## src/rtl/apb_master_arbiter.sv

```systemverilog
// Two-requester APB master: round-robin grant, SETUP/ACCESS sequencing toward two
// slaves selected by the address MSB, and an ACCESS-phase timeout that reports an error.
module apb_master_arbiter #(
  parameter int ADDRESS = 8,
  parameter int DATA    = 8,
  parameter int TIMEOUT = 16
) (
  input  logic               PCLK,
  input  logic               PRESET,
  input  logic               req0_valid,
  input  logic               req0_write,
  input  logic [ADDRESS-1:0] req0_addr,
  input  logic [DATA-1:0]    req0_wdata,
  output logic               req0_ready,
  output logic               req0_done,
  output logic               req0_err,
  output logic [DATA-1:0]    req0_rdata,
  input  logic               req1_valid,
  input  logic               req1_write,
  input  logic [ADDRESS-1:0] req1_addr,
  input  logic [DATA-1:0]    req1_wdata,
  output logic               req1_ready,
  output logic               req1_done,
  output logic               req1_err,
  output logic [DATA-1:0]    req1_rdata,
  output logic [ADDRESS-1:0] PADDR,
  output logic [DATA-1:0]    PWDATA,
  output logic               PWRITE,
  output logic               PSEL1,
  output logic               PSEL2,
  output logic               PENABLE,
  input  logic [DATA-1:0]    PRDATA1,
  input  logic [DATA-1:0]    PRDATA2,
  input  logic               PREADY1,
  input  logic               PREADY2
);

  localparam int CW = $clog2(TIMEOUT + 1);
  localparam logic [CW-1:0] TO_VAL = CW'(TIMEOUT);

  localparam logic [1:0] ST_IDLE   = 2'd0;
  localparam logic [1:0] ST_SETUP  = 2'd1;
  localparam logic [1:0] ST_ACCESS = 2'd2;

  logic [1:0]         state_q, state_d;
  logic               rr_last_q, rr_last_d;
  logic               owner_q, owner_d;
  logic               sel_q, sel_d;
  logic [CW-1:0]      cnt_q, cnt_d;
  logic [ADDRESS-1:0] paddr_q, paddr_d;
  logic [DATA-1:0]    pwdata_q, pwdata_d;
  logic               pwrite_q, pwrite_d;
  logic               psel1_q, psel1_d;
  logic               psel2_q, psel2_d;
  logic               penable_q, penable_d;
  logic [1:0]         done_q, done_d;
  logic [1:0]         err_q, err_d;
  logic [DATA-1:0]    rdata0_q, rdata0_d;
  logic [DATA-1:0]    rdata1_q, rdata1_d;

  logic               in_idle;
  logic               grant0, grant1;
  logic [ADDRESS-1:0] gaddr;
  logic               pready_sel;
  logic [DATA-1:0]    prdata_sel;
  logic [CW-1:0]      cnt_inc;
  logic               finish;
  logic               timed_out;
  logic [DATA-1:0]    fin_rdata;

  // Ready is combinational, so it must be suppressed while reset is being applied.
  assign in_idle = (state_q == ST_IDLE) && !PRESET;
  assign grant0  = in_idle && req0_valid && (!req1_valid || rr_last_q);
  assign grant1  = in_idle && req1_valid && (!req0_valid || !rr_last_q);
  assign gaddr   = grant1 ? req1_addr : req0_addr;

  assign pready_sel = sel_q ? PREADY2 : PREADY1;
  assign prdata_sel = sel_q ? PRDATA2 : PRDATA1;
  assign cnt_inc    = cnt_q + 1'b1;
  assign timed_out  = (state_q == ST_ACCESS) && !pready_sel && (cnt_inc == TO_VAL);
  assign finish     = (state_q == ST_ACCESS) && (pready_sel || timed_out);
  assign fin_rdata  = (pready_sel && !pwrite_q) ? prdata_sel : '0;

  always_comb begin
    state_d   = state_q;
    rr_last_d = rr_last_q;
    owner_d   = owner_q;
    sel_d     = sel_q;
    cnt_d     = cnt_q;
    paddr_d   = paddr_q;
    pwdata_d  = pwdata_q;
    pwrite_d  = pwrite_q;
    psel1_d   = psel1_q;
    psel2_d   = psel2_q;
    penable_d = penable_q;
    done_d    = 2'b00;
    err_d     = 2'b00;
    rdata0_d  = '0;
    rdata1_d  = '0;
    case (state_q)
      ST_IDLE: begin
        if (grant0 || grant1) begin
          owner_d   = grant1;
          rr_last_d = grant1;
          sel_d     = gaddr[ADDRESS-1];
          paddr_d   = {1'b0, gaddr[ADDRESS-2:0]};
          pwdata_d  = grant1 ? req1_wdata : req0_wdata;
          pwrite_d  = grant1 ? req1_write : req0_write;
          psel1_d   = !gaddr[ADDRESS-1];
          psel2_d   = gaddr[ADDRESS-1];
          penable_d = 1'b0;
          state_d   = ST_SETUP;
        end else begin
          paddr_d   = '0;
          pwdata_d  = '0;
          pwrite_d  = 1'b0;
          psel1_d   = 1'b0;
          psel2_d   = 1'b0;
          penable_d = 1'b0;
        end
      end
      ST_SETUP: begin
        penable_d = 1'b1;
        cnt_d     = '0;
        state_d   = ST_ACCESS;
      end
      ST_ACCESS: begin
        if (finish) begin
          state_d   = ST_IDLE;
          cnt_d     = '0;
          paddr_d   = '0;
          pwdata_d  = '0;
          pwrite_d  = 1'b0;
          psel1_d   = 1'b0;
          psel2_d   = 1'b0;
          penable_d = 1'b0;
          done_d    = owner_q ? 2'b10 : 2'b01;
          err_d     = (owner_q ? 2'b10 : 2'b01) & {2{timed_out}};
          if (owner_q) rdata1_d = fin_rdata;
          else         rdata0_d = fin_rdata;
        end else begin
          cnt_d = cnt_inc;
        end
      end
      default: state_d = ST_IDLE;
    endcase
  end

  always_ff @(posedge PCLK) begin
    if (PRESET) begin
      state_q   <= ST_IDLE;
      rr_last_q <= 1'b1;
      owner_q   <= 1'b0;
      sel_q     <= 1'b0;
      cnt_q     <= '0;
      paddr_q   <= '0;
      pwdata_q  <= '0;
      pwrite_q  <= 1'b0;
      psel1_q   <= 1'b0;
      psel2_q   <= 1'b0;
      penable_q <= 1'b0;
      done_q    <= 2'b00;
      err_q     <= 2'b00;
      rdata0_q  <= '0;
      rdata1_q  <= '0;
    end else begin
      state_q   <= state_d;
      rr_last_q <= rr_last_d;
      owner_q   <= owner_d;
      sel_q     <= sel_d;
      cnt_q     <= cnt_d;
      paddr_q   <= paddr_d;
      pwdata_q  <= pwdata_d;
      pwrite_q  <= pwrite_d;
      psel1_q   <= psel1_d;
      psel2_q   <= psel2_d;
      penable_q <= penable_d;
      done_q    <= done_d;
      err_q     <= err_d;
      rdata0_q  <= rdata0_d;
      rdata1_q  <= rdata1_d;
    end
  end

  assign req0_ready = grant0;
  assign req1_ready = grant1;
  assign req0_done  = done_q[0];
  assign req1_done  = done_q[1];
  assign req0_err   = err_q[0];
  assign req1_err   = err_q[1];
  assign req0_rdata = rdata0_q;
  assign req1_rdata = rdata1_q;
  assign PADDR      = paddr_q;
  assign PWDATA     = pwdata_q;
  assign PWRITE     = pwrite_q;
  assign PSEL1      = psel1_q;
  assign PSEL2      = psel2_q;
  assign PENABLE    = penable_q;

endmodule
```

## config.mk

```make
export PLATFORM = sky130hd
export DESIGN_NAME = apb_master_arbiter
export DESIGN_NICKNAME = d
export VERILOG_FILES = /design/src/rtl/apb_master_arbiter.sv
export SDC_FILE = /design/constraint.sdc
export NUM_CORES = 1
export LEC_CHECK = 0
export CORE_ASPECT_RATIO = 1.4
export CORE_MARGIN = 2
export CORE_UTILIZATION = 41
export CTS_CLUSTER_DIAMETER = 30
export DETAILED_ROUTE_END_ITERATION = 7
export GPL_ROUTABILITY_DRIVEN = 0
export GPL_TIMING_DRIVEN = 0
export PLACE_DENSITY = 0.8
export SLEW_MARGIN = 10
export SYNTH_ARGS = -nofsm -noshare
export SYNTH_HDL_FRONTEND = slang
export SYNTH_SLANG_ARGS = --single-unit
```

## constraint.sdc

```tcl
create_clock -name PCLK -period 2 [get_ports PCLK]
set_input_delay 0.2 -clock PCLK [delete_from_list [all_inputs] [get_ports PCLK]]
set_output_delay 0.2 -clock PCLK [all_outputs]
set_load 0.01 [all_outputs]
```

==> results.tsv <==
stage	metric	value	unit
run_status	status	finished, final reports clean	
worst_setup_path	r2r startpoint	cnt_q[0]$_SDFFE_PP0P_	
clocking	CTS root buf	clkbuf_8	
routing	Detailed Route Iter0 Violations	64	
yosys	Post-synth EDFFs	0	
sta	RSZ-0062 raised after global routing	no	
yosys	largest family of logic cells by synthesized area	simple AND/OR/NAND/NOR gates	
floorplan	FP Rows	30	
yosys	YS warnings	0	
floorplan	io pins	98	
finish	Finished Layout Cells	378	
yosys	Synth Cell Area	2090	µm²
worst_setup_path	crit-path most repeated cell	buf_6	
yosys	synth top area cells	dfxtp_1 (47%), mux2i_1 (13%), o2bb2ai_1 (7.1%), ha_1 (4.2%), nor2_1 (3.8%)	
finish	final instance area	3270	µm²
run	# Max-Cap Violations	0	
routing	Pre-antenna DRT Iters	4	
routing	antenna viol nets, final	0	
finish	P&R area growth vs syn	56.7	%
yosys	mux cell area share after synthesis	14.6	%
floorplan	core area	4880	µm²
yosys	xor/xnor share of the synthesized area	0	%
place	placed cell area	3130	µm²
sta	Final Cycle Share	92.1	%
clocking	CTS Buffer Depth	2	
worst_setup_path	CP max FO	10	
routing	routed via count	1854	
yosys	area fraction in compound gates after synthesis	13.6	%
grt	vias in the first global route	1748	
routing	Detailed Route WL	5000	µm
yosys	leading area contributor after synthesis	dfxtp_1	
grt	first-pass GRT wire length	7850	µm
min_path	hold wc startpoint	PWDATA[1]$_SDFFE_PP0P_	
grt	GRT Overall Usage	17.4	%
place	Post-Place Cells	367	
yosys	syn_area_per_cell	10.1	µm²
worst_setup_path	crit-path max cell delay	0.39	ns
clocking	clock net sink count	49	
finish	# fillers	401	
routing	via-per-instance ratio	4.90	
sta	Final Max Slew Viols	0	
place	I/O Buffers	96	
sta	worst hold slack	0.467	ns
worst_setup_path	CP startpoint kind	flip-flop	
sta	worst slew pin tran	0.729	ns
grt	largest net degree at the start of global routing	15	
sta	Max-slew headroom	51.4	%
routing	DR DRC count	0	
clocking	clk_lat worst skew	0.29	ns
clocking	clock edge transition at the registers on the reported setup and hold paths	0.08	ns
finish	commonest non-fill, non-tap cells in the layout	clkdlybuf4s50_1 (94), dfxtp_1 (45), mux2i_1 (28)	
clocking	Post-CTS Hold Fix Bufs	0	
yosys	register area share after synthesis	47.0	%
sta	Tmin final	1.84	ns
worst_setup_path	worst endpoint data arrival time	2.02	ns
worst_setup_path	CP Class	reg2reg	
routing	drt wl/cell	13.2	µm
yosys	post-synthesis adder-cell area fraction	4.20	%
floorplan	die area	5680	µm²
finish	area occupied by multi-input gates	1030	µm²
power_and_ir_drop	worst vdd ir	571	µV
clocking	H-tree depth	2	
yosys	Synth Flop Type	dfxtp_1	
clocking	CTS Buf Count	5	
yosys	simple-gate share of the synthesized area	15.8	%
power_and_ir_drop	Power Density	875	nW/µm²
yosys	Seq cells post-synth	49	
place	DP Worst Slack	-0.301	ns
grt	grt ovf	0	
sta	Final Hold Fails	0	
power_and_ir_drop	leakage	1.32	nW
sta	Layout Skew	0.00366	ns
finish	register area	988	µm²
yosys	synth unique cells	39	
finish	final net count	376	
finish	share of post-route cells with drive strength above 1	10.2	%
floorplan	Die H	88.4	µm
grt	initial antenna violation count	0	
yosys	ys async rst share	0	%
finish	# diodes	0	
worst_setup_path	CP startpoint	cnt_q[0]$_SDFFE_PP0P_	
sta	endpoints failing setup	0	
worst_setup_path	slowest cell on the critical path	dfxtp_2	
worst_setup_path	CP Capture Type	flip-flop	
worst_setup_path	CP cell instances	ha_2 > nand3_1 > mux2i_1 > o22ai_1 > o21ba_1 > buf_6 > buf_6 > o2bb2ai_1	
sta	PnR worst setup slack	0.157	ns
floorplan	Initial Util	42.7	%
sta	max frequency	0.543	GHz
yosys	synthesized instance count	207	
worst_setup_path	critical path's top delay family	compound AO/OA/AOI/OAI gates	
min_path	Hold Crit Class	reg2reg	
clocking	CTS tree	yes	
worst_setup_path	WP buf/inv	2	
finish	commonest non-fill, non-tap cell in the layout	clkdlybuf4s50_1	
place	DP Wirelength	3850	µm
floorplan	Die Wd	64.3	µm
yosys	syn_nets	270	
yosys	post-synth top area share	47.0	%
worst_setup_path	CP required	2.18	ns
==> registers in the layout (all words and copies together), names as in the netlist <==
name	count
PADDR	7
PENABLE	1
PSEL1	1
PSEL2	1
PWDATA	8
PWRITE	1
cnt_q	5
done_q	2
err_q	2
owner_q	1
req0_rdata	8
req1_rdata	8
rr_last_q	1
sel_q	1
state_q	2
==> where the power goes <==
group	internal [W]	switching, W
sequential	0.00113	0.0000885
clock	0.000248	0.000305
combinational	0.000606	0.000480
total	0.00199	0.000873
==> path summary, 6_finish.rpt <==
| path | slack [ns] | cells after the start | end |
|---|---|---|---|
| min reg2reg | 0.47 | 1 | PWDATA[1]$_SDFFE_PP0P_ |
| max | 0.16 | 8 | PSEL2$_SDFFE_PP0P_ |
| min | 0.47 | 1 | PWDATA[1]$_SDFFE_PP0P_ |
| max reg2reg | 0.16 | 8 | PSEL2$_SDFFE_PP0P_ |
==> Yosys cell counts, types with 2 or more instances <==
cell type,instances
nor3_1,3
mux2i_1,28
nand3b_1,3
clkbuf_1,4
nand2b_1,11
a31oi_1,3
a21oi_1,7
o2bb2ai_1,17
or3_1,2
ha_1,7
nor2_1,21
nand3_1,7
dfxtp_1,49
buf_6,2
nor2b_1,2
nand2_1,8
buf_4,3
o21ai_0,4
inv_1,4
buf_2,3
==> through the flow <==
stage          TNS, ns  total power (W)  util, %
2_1_floorplan        0          0.00180        -
3_3_place_gp    -0.677          0.00227     64.1
3_5_place_dp    -0.770          0.00228     64.1
4_1_cts              0          0.00288     66.5
5_1_grt              0          0.00303     67.0
6_report             0          0.00286     67.0
==> layer usage <==
metal,wire (µm),global-route usage (%),vias to the layer above
met5,0,0,-
met4,74,6.38,0
met3,279,2.67,5
met2,2690,33.8,56
met1,1950,19.0,858
li1,-,-,935
==> cell type report <==
type                            instances  area share [%]
Sequential cell                        49            30.2
Tap cell                               64            2.45
Multi-Input combinational cell        141            31.5
Timing Repair Buffer                   99            29.9
Clock inverter                          1           0.230
Inverter                                4           0.459
Buffer                                 13            2.91
Clock buffer                            7            2.34
==> logic make-up after synthesis <==
kind of cell / count (synthesis)
adders and majority gates: 7
DFF: 49
AOI/OAI and AO/OA: 39
muxes: 30
buffers and inverters: 17
and+or+nand+nor: 64
other: 1
==> what timing repair did <==
item / 4_1_cts / 5_1_grt
gates resized for setup: 14 / 5
setup endpoints to repair: 2 / 22
setup buffers: 0 / 3
==> worst register-to-register path, stage by stage, from the launching register on <==
cell and delay (ns):
dfxtp_2 0.39, ha_2 0.23, nand3_1 0.16, mux2i_1 0.22, o22ai_1 0.12, o21ba_1 0.21, buf_6 0.14, buf_6 0.14
o2bb2ai_1 0.12
Note: power is estimated with default switching activity, not from simulation.
